--- config.mk ---
export PLATFORM = sky130hd
export DESIGN_NAME = serializer_multi
export DESIGN_NICKNAME = d
export VERILOG_FILES = /design/src/rtl/serializer_multi.sv
export SDC_FILE = /design/constraint.sdc
export NUM_CORES = 1
export LEC_CHECK = 0
export CELL_PAD_IN_SITES_DETAIL_PLACEMENT = 0
export CELL_PAD_IN_SITES_GLOBAL_PLACEMENT = 1
export CORE_MARGIN = 10
export CORE_UTILIZATION = 36
export CTS_CLUSTER_SIZE = 10
export DETAILED_ROUTE_END_ITERATION = 10
export HOLD_SLACK_MARGIN = 0.02
export PLACE_DENSITY = 0.65
export SYNTH_ARGS = -nofsm -noshare
export SYNTH_HDL_FRONTEND = slang
export SYNTH_SLANG_ARGS = --single-unit
export TNS_END_PERCENT = 50
--- constraint.sdc ---
create_clock -name clk -period 4.15 [get_ports clk]
set_input_delay 0.6225 -clock clk [delete_from_list [all_inputs] [get_ports clk]]
set_output_delay 0.6225 -clock clk [all_outputs]
set_load 0.01 [all_outputs]
--- src/rtl/serializer_multi.sv ---
// serializer_multi: multi-lane parallel-to-serial converter with a one-word
// holding buffer and valid/ready intake, emitting BITS_PER_CLK bits per lane
// per cycle, LSB first.
// Optional feature macro: SERIALIZER_TRISTATE_EN adds the per-lane output
// enable input (in_oe) and its registered, slot-aligned copy (ser_oe).
module serializer_multi #(
    parameter int unsigned CHANNELS     = 3,
    parameter int unsigned DATA_WIDTH   = 10,
    parameter int unsigned BITS_PER_CLK = 1,
    parameter bit          IDLE_BIT     = 1'b0
) (
    input  logic                             clk,
    input  logic                             rst,
    input  logic [CHANNELS*DATA_WIDTH-1:0]   in_data,
    input  logic                             in_valid,
    output logic                             in_ready,
    output logic [CHANNELS*BITS_PER_CLK-1:0] ser_out,
    output logic                             word_start,
    output logic                             underflow
`ifdef SERIALIZER_TRISTATE_EN
    ,
    input  logic [CHANNELS-1:0]              in_oe,
    output logic [CHANNELS-1:0]              ser_oe
`endif
);

    localparam int unsigned SLOTS  = DATA_WIDTH / BITS_PER_CLK;
    localparam int unsigned SLOT_W = (SLOTS > 1) ? $clog2(SLOTS) : 1;
    localparam int unsigned WORD_W = CHANNELS * DATA_WIDTH;
    localparam int unsigned SER_W  = CHANNELS * BITS_PER_CLK;

    localparam logic [SLOT_W-1:0] LAST_SLOT = SLOT_W'(SLOTS - 1);
    localparam logic [SER_W-1:0]  IDLE_OUT  = {SER_W{IDLE_BIT}};

    // Reject geometries that cannot be sliced evenly into at least two slots
    if ((BITS_PER_CLK != 1 && BITS_PER_CLK != 2) ||
        ((DATA_WIDTH % BITS_PER_CLK) != 0) || (SLOTS < 2)) begin : g_cfg_error
        $error("serializer_multi: DATA_WIDTH must split into >= 2 slots of 1 or 2 bits");
    end

    typedef enum logic {
        IDLE = 1'b0,
        RUN  = 1'b1
    } state_t;

    state_t              state;
    logic [WORD_W-1:0]   hold;
    logic                hold_valid;
    logic [WORD_W-1:0]   shift;
    logic [SLOT_W-1:0]   slot;

`ifdef SERIALIZER_TRISTATE_EN
    logic [CHANNELS-1:0] hold_oe;
`endif

    logic accept;
    logic last_slot;
    logic load;

    // Select slot s of every lane; constant-index loop keeps the mux static
    function automatic logic [SER_W-1:0] slice_of(
        input logic [WORD_W-1:0] w,
        input logic [SLOT_W-1:0] s
    );
        logic [SER_W-1:0] r;
        r = '0;
        for (int unsigned k = 0; k < SLOTS; k++) begin
            if (s == SLOT_W'(k)) begin
                for (int unsigned c = 0; c < CHANNELS; c++) begin
                    r[c*BITS_PER_CLK +: BITS_PER_CLK] =
                        w[c*DATA_WIDTH + k*BITS_PER_CLK +: BITS_PER_CLK];
                end
            end
        end
        return r;
    endfunction

    // Holding register is free whenever it is empty and reset is released
    assign in_ready = !hold_valid && !rst;

    // Handshake and load decode
    always_comb begin
        accept    = in_valid && in_ready;
        last_slot = (state == RUN) && (slot == LAST_SLOT);
        load      = hold_valid && ((state == IDLE) || last_slot);
    end

    // Holding register: filled on accept, emptied when the shifter takes it
    always_ff @(posedge clk or posedge rst) begin
        if (rst) begin
            hold       <= '0;
            hold_valid <= 1'b0;
`ifdef SERIALIZER_TRISTATE_EN
            hold_oe    <= '0;
`endif
        end else if (accept) begin
            hold       <= in_data;
            hold_valid <= 1'b1;
`ifdef SERIALIZER_TRISTATE_EN
            hold_oe    <= in_oe;
`endif
        end else if (load) begin
            hold_valid <= 1'b0;
        end
    end

    // Shift FSM: load / advance slot / drop to idle, all outputs registered
    always_ff @(posedge clk or posedge rst) begin
        if (rst) begin
            state      <= IDLE;
            shift      <= '0;
            slot       <= '0;
            ser_out    <= IDLE_OUT;
            word_start <= 1'b0;
            underflow  <= 1'b0;
`ifdef SERIALIZER_TRISTATE_EN
            ser_oe     <= '0;
`endif
        end else begin
            word_start <= 1'b0;
            underflow  <= 1'b0;
            if (load) begin
                // New word: slot 0 goes out on the very next cycle, no gap
                state      <= RUN;
                shift      <= hold;
                slot       <= '0;
                ser_out    <= slice_of(hold, '0);
                word_start <= 1'b1;
`ifdef SERIALIZER_TRISTATE_EN
                ser_oe     <= hold_oe;
`endif
            end else if ((state == RUN) && !last_slot) begin
                slot    <= slot + SLOT_W'(1);
                ser_out <= slice_of(shift, slot + SLOT_W'(1));
            end else begin
                // Idle, or the word just ended with nothing buffered behind it
                underflow <= (state == RUN);
                state     <= IDLE;
                slot      <= '0;
                ser_out   <= IDLE_OUT;
`ifdef SERIALIZER_TRISTATE_EN
                ser_oe    <= '0;
`endif
            end
        end
    end

endmodule

# Word-level counts from Yosys, hierarchy flattened
# Index checks and enable logic that the tools add are counted.
# op_classes
mux	21
n_eq_ne	11
add_sub_neg	1
reduce_logical	11
n_bitwise	1
# ops
operator	n
2-to-1 mux 3 bit	12
equality test 4 x 3 -> 1 bit, second input constant	4
equality test 4 bit, second input constant	3
equality test 4 x 2 -> 1 bit, second input constant	2
2-to-1 mux 4 bit	2
2-to-1 mux 1 bit	7
logical AND 1 bit	5
adder 4 x 1 -> 4 bit, second input constant	1
equality test 4 x 1 -> 1 bit, second input constant	1
zero test 4 bit	1
zero test 1 bit	3
!= test 2 bit, second input constant	1
nonzero test 2 bit	1
logical OR 1 bit	1
NOT 1 bit	1
# word_totals
regBits	71
in_bits	33
elab_cells	53
out_inout_bits	6

# Logic depth before layout (Yosys ltp)
# depth
word_depth	14
depth_mapped	9
mapped_depth_nobuf	9

# Least setup slack after synthesis
# No wires, ideal clock.
# synth_timing
path_type	reg-to-reg
start	register slot[1]
end	register ser_out[2]
period_less_slack_ns	1.885
n_path_buf	1
setup_time_ns	0.128
arrival_ns	1.757
required_ns	4.022
path_stages_with_launch	9
slack_ns	2.265
cell_sequence	dfrtp_1 inv_1 ha_1 clkbuf_1 or3b_2 a21oi_1 nand2_1 o211ai_1 o211ai_2
# synth_between
elab_chain_len	14
word_cells_on_any_way	29
classes_between	1 x add/sub; 10 x eq/ne; 12 x mux; 6 x reduce/logical
# synth_rtl
item	line	rtl
start: declaration	50	logic [SLOT_W-1:0] slot;
start signal: assignment	133	slot <= slot + SLOT_W'(1);
adder 4 x 1 -> 4 bit	134	ser_out <= slice_of(shift, slot + SLOT_W'(1));
zero test 4 bit	68	if (s == SLOT_W'(k)) begin
2-to-1 mux 3 bit (10 in a row)	68	
2-to-1 mux 3 bit	132	end else if ((state == RUN) && !last_slot) begin
2-to-1 mux 3 bit *	122	if (load) begin
end signal: assignment	127	ser_out <= slice_of(hold, '0);
end signal: assignment	134	
end: declaration	17	output logic [CHANNELS*BITS_PER_CLK-1:0] ser_out,
# Every way passes the cells marked *; elsewhere a longest branch is shown, timed or not.
# A chain may end at the register's enable or synchronous reset.

# Worst setup path in the final report
# Same ends and word-level chain as after synthesis.

==> impl_results.md <==
* Vias in the first global route at approximately 2400
* M1 wire length at 3402 um
* 1st-pass router iterations at 4
* Final Cycle Share at a little under two thirds
* Clock Path Buffers at 2
* Layout area overhead at 20.68%
* Worst Setup EP: ser_out[2]$_DFF_PP0_
* Final-report setup violation count at 0
* Hold Crit Class: reg2reg
* Hold_buf cts at 0
* Top cells by area, synth: dfrtp_1, nand2_1, mux2_2, a21oi_1, ha_1
* Initial Util at a little under two fifths
* Clk_lat worst skew at 350 ps
* CP max FO at 27
* Synth Warn # at 0
* Num CTS Buffers at 9
* Register share of total power at 43.0%
* Syn Nets at between 300 and 400
* Final Critical Period at approximately 2600 ps
* Syn_area_per_cell at about 10 um^2
* Post-synthesis sequential area ratio at 54.39%
* Comb pwr share at 37.1%
* ANT cells at 0
* # IOs at 39
* Clk sink count at ~70
* Cell variety after synth at 54
* Number of synthesized flops with an enable pin at 0
* Mapped cell area at around 3300 um^2
* CTS Root Cell: clkbuf_8
* H-tree depth at 3
* Nets at slightly below 400
* CP Launch Point: slot[1]$_DFF_PP0_
* DRT Wirelength at just over 7000 um
* Max Slew Vio Count at 0
* Die height at around 120 um
* Worst r2r dst: ser_out[2]$_DFF_PP0_
* RD Place Congestion at ~0.8
* Rows at 34
* CTS tree: yes
* Critical R2R Launch: slot[1]$_DFF_PP0_
* Largest net degree at the start of global routing at 39
* Flop-to-flop setup slack at around 1500 ps
* Top cell type's share of synthesized area at a little over half
* Setup total negative slack at 0 ps
* Worst slew margin at approximately 45%
* Wire per inst at between 15 and 20 um
* DR top layer: met4
* Clk_skew at about 11 ps
* Die ar. at 13280 um^2
* Final ANT Viol Nets at 0
* # fillers at ~850
* RSZ-0062 raised after global routing: false
* Met2 wire length at between 3000 and 4000 um
* Worst IR Drop VDD at between 0.2 and 0.25 mV
* Commonest cells after routing, fill and taps aside: nand2_1, dfrtp_1, clkdlybuf4s50_1, mux2_2, a21oi_1
* Async set-or-reset flop fraction in the synthesized netlist at 100.0%
* Post-route cell area at 3943 um^2
* Yosys reg bits at 71
* Drt first-iter violations at a little over 80
* Setup Fix Bufs, Post-CTS at 0
* I/O Buffers at 38
* Crit path launch type: flop
* Pint at 1.834 mW
* Placed cell area at 3735 um^2
* Vias per cell at 4.913
* Die width at 115.3 um
* LEAKAGE at roughly 1.8 nW
* Cts repair resizes at 0
* Via count at ~2300
* Area leader, netlist: dfrtp_1
* Global-route wire length before repair at roughly 12000 um
* Core ar. at 8763 um^2
* Switching part of the total at about 36%
* Data required time of the worst path at about 4400 ps
* Synth Flop Type: dfrtp_1
* Status: complete, no violations
* Fmax at ~380 MHz
* Worst Max-Slew Pin Slew at just over 800 ps
* Critical Path End Type: flop
* CP Data Arrival Time at around 2900 ps
* Worst Setup Path Type: reg2reg
* Placed cell count at 446
* Max_cap viols at 0
* Post-DP HPWL at 4994 um
* Pwr per Cell Area at ~730 nW/um^2
* Cells after synthesis at approximately 310
* Initial antenna violation count at 0
* Final-report hold violation count at 0
* CTS clk-pin slew, worst paths at 80 ps
* Gr usage total at a little under an eighth
* Layout cells sized above 1 at between 10% and 20%
* Total gr overflow at 0
* Most common cell after layout, fill and taps aside: nand2_1
* Total Power at 2.866 mW
* Met3 WL at 262 um
* Switching power at 1.032 mW
* R2r worst-path depth at 10
* Clock network power share at 19.8%
* Final Non-Filler Cells at roughly 460
* # DRC at 0
-- cells in the mapped netlist, types with 2 or more instances --
cell type / number
o211ai_1: 2
a221oi_1: 2
o21ai_0: 6
nand3b_1: 7
inv_1: 10
clkbuf_1: 6
dfrtp_1: 71
o21ai_1: 4
nand2_1: 91
nor3b_1: 5
nand2b_1: 3
o311a_1: 2
nor3_1: 2
a21oi_1: 13
o311ai_0: 2
and2_1: 3
nor2_1: 5
mux2_2: 30
buf_2: 8
ha_1: 5
or3b_2: 2
-- layout make-up --
| type | count | area [um^2] | share of cell area, % |
|---|---|---|---|
| clock inverters | 5 | 56.30 | 1.428 |
| well taps | 108 | 135.1 | 3.427 |
| repair buffers | 43 | 417.9 | 10.60 |
| clock buffers | 11 | 151.4 | 3.840 |
| inverters | 11 | 41.29 | 1.047 |
| multi-input cells | 213 | 1364 | 34.59 |
| flip-flops and latches | 71 | 1777 | 45.06 |
-- critical path, stage by stage (launching register included) --
cell and delay (ps):
dfrtp_1 470, inv_1 110, ha_1 460, nand3b_1 260, nand2_1 260, nand2_1 80
buf_4 220, inv_2 190, buf_4 290, nand2_1 130, o211ai_2 90
-- registers in the layout, summed over array words and instances (netlist names) --
name,cells
hold,30
word_start,1
hold_valid,1
state,1
slot,4
ser_out,3
shift,30
underflow,1
-- worst min-delay path by stage --
stage	start	endpoint	slack, ps	depth (start not counted)
floorplan	hold[11]$_DFFE_PP0P_	shift[11]$_DFFE_PP0P_	430	2
global placement	hold[26]$_DFFE_PP0P_	shift[26]$_DFFE_PP0P_	460	2
detailed placement	hold[26]$_DFFE_PP0P_	shift[26]$_DFFE_PP0P_	450	2
CTS	hold[26]$_DFFE_PP0P_	shift[26]$_DFFE_PP0P_	470	2
global route	hold[28]$_DFFE_PP0P_	shift[28]$_DFFE_PP0P_	490	2
finish	hold[4]$_DFFE_PP0P_	shift[4]$_DFFE_PP0P_	470	2
-- cells by family after synthesis --
| logic type | count (synthesis) | synth area share, % |
|---|---|---|
| flops | 71 | 54.39 |
| fa+ha+maj | 5 | 1.915 |
| compound gates | 48 | 11.07 |
| xor+xnor | 2 | 0.5363 |
| buf+inv | 28 | 3.868 |
| mux | 30 | 10.34 |
| simple gates | 128 | 17.89 |
-- per-layer routing --
metal	up-vias	global-route usage (%)
met5	-	0
met2	35	17.68
met3	9	2.969
met4	0	5.033
li1	1131	-
met1	1095	15.14
-- power by group through the flow --
stage,combinational (mW),sequential [mW],clock [mW]
finish,1.06,1.23,0.569
global route,1.22,1.28,0.623
CTS,1.08,1.24,0.589
detailed placement,1.07,1.25,0
global placement,1.07,1.25,0
floorplan,0.862,1.16,0
-- stage by stage --
step | utilization, % | setup WS, ps | hold slack, ps
after floorplan | - | 1731 | 434.8
after global placement | 42.62 | 1626 | 455.6
after detailed placement | 42.62 | 1509 | 450.2
after CTS | 44.99 | 1473 | 467.7
after global routing | 44.99 | 1200 | 493.3
final | 44.99 | 1506 | 468.1
Power figures use the tool's default switching activity.
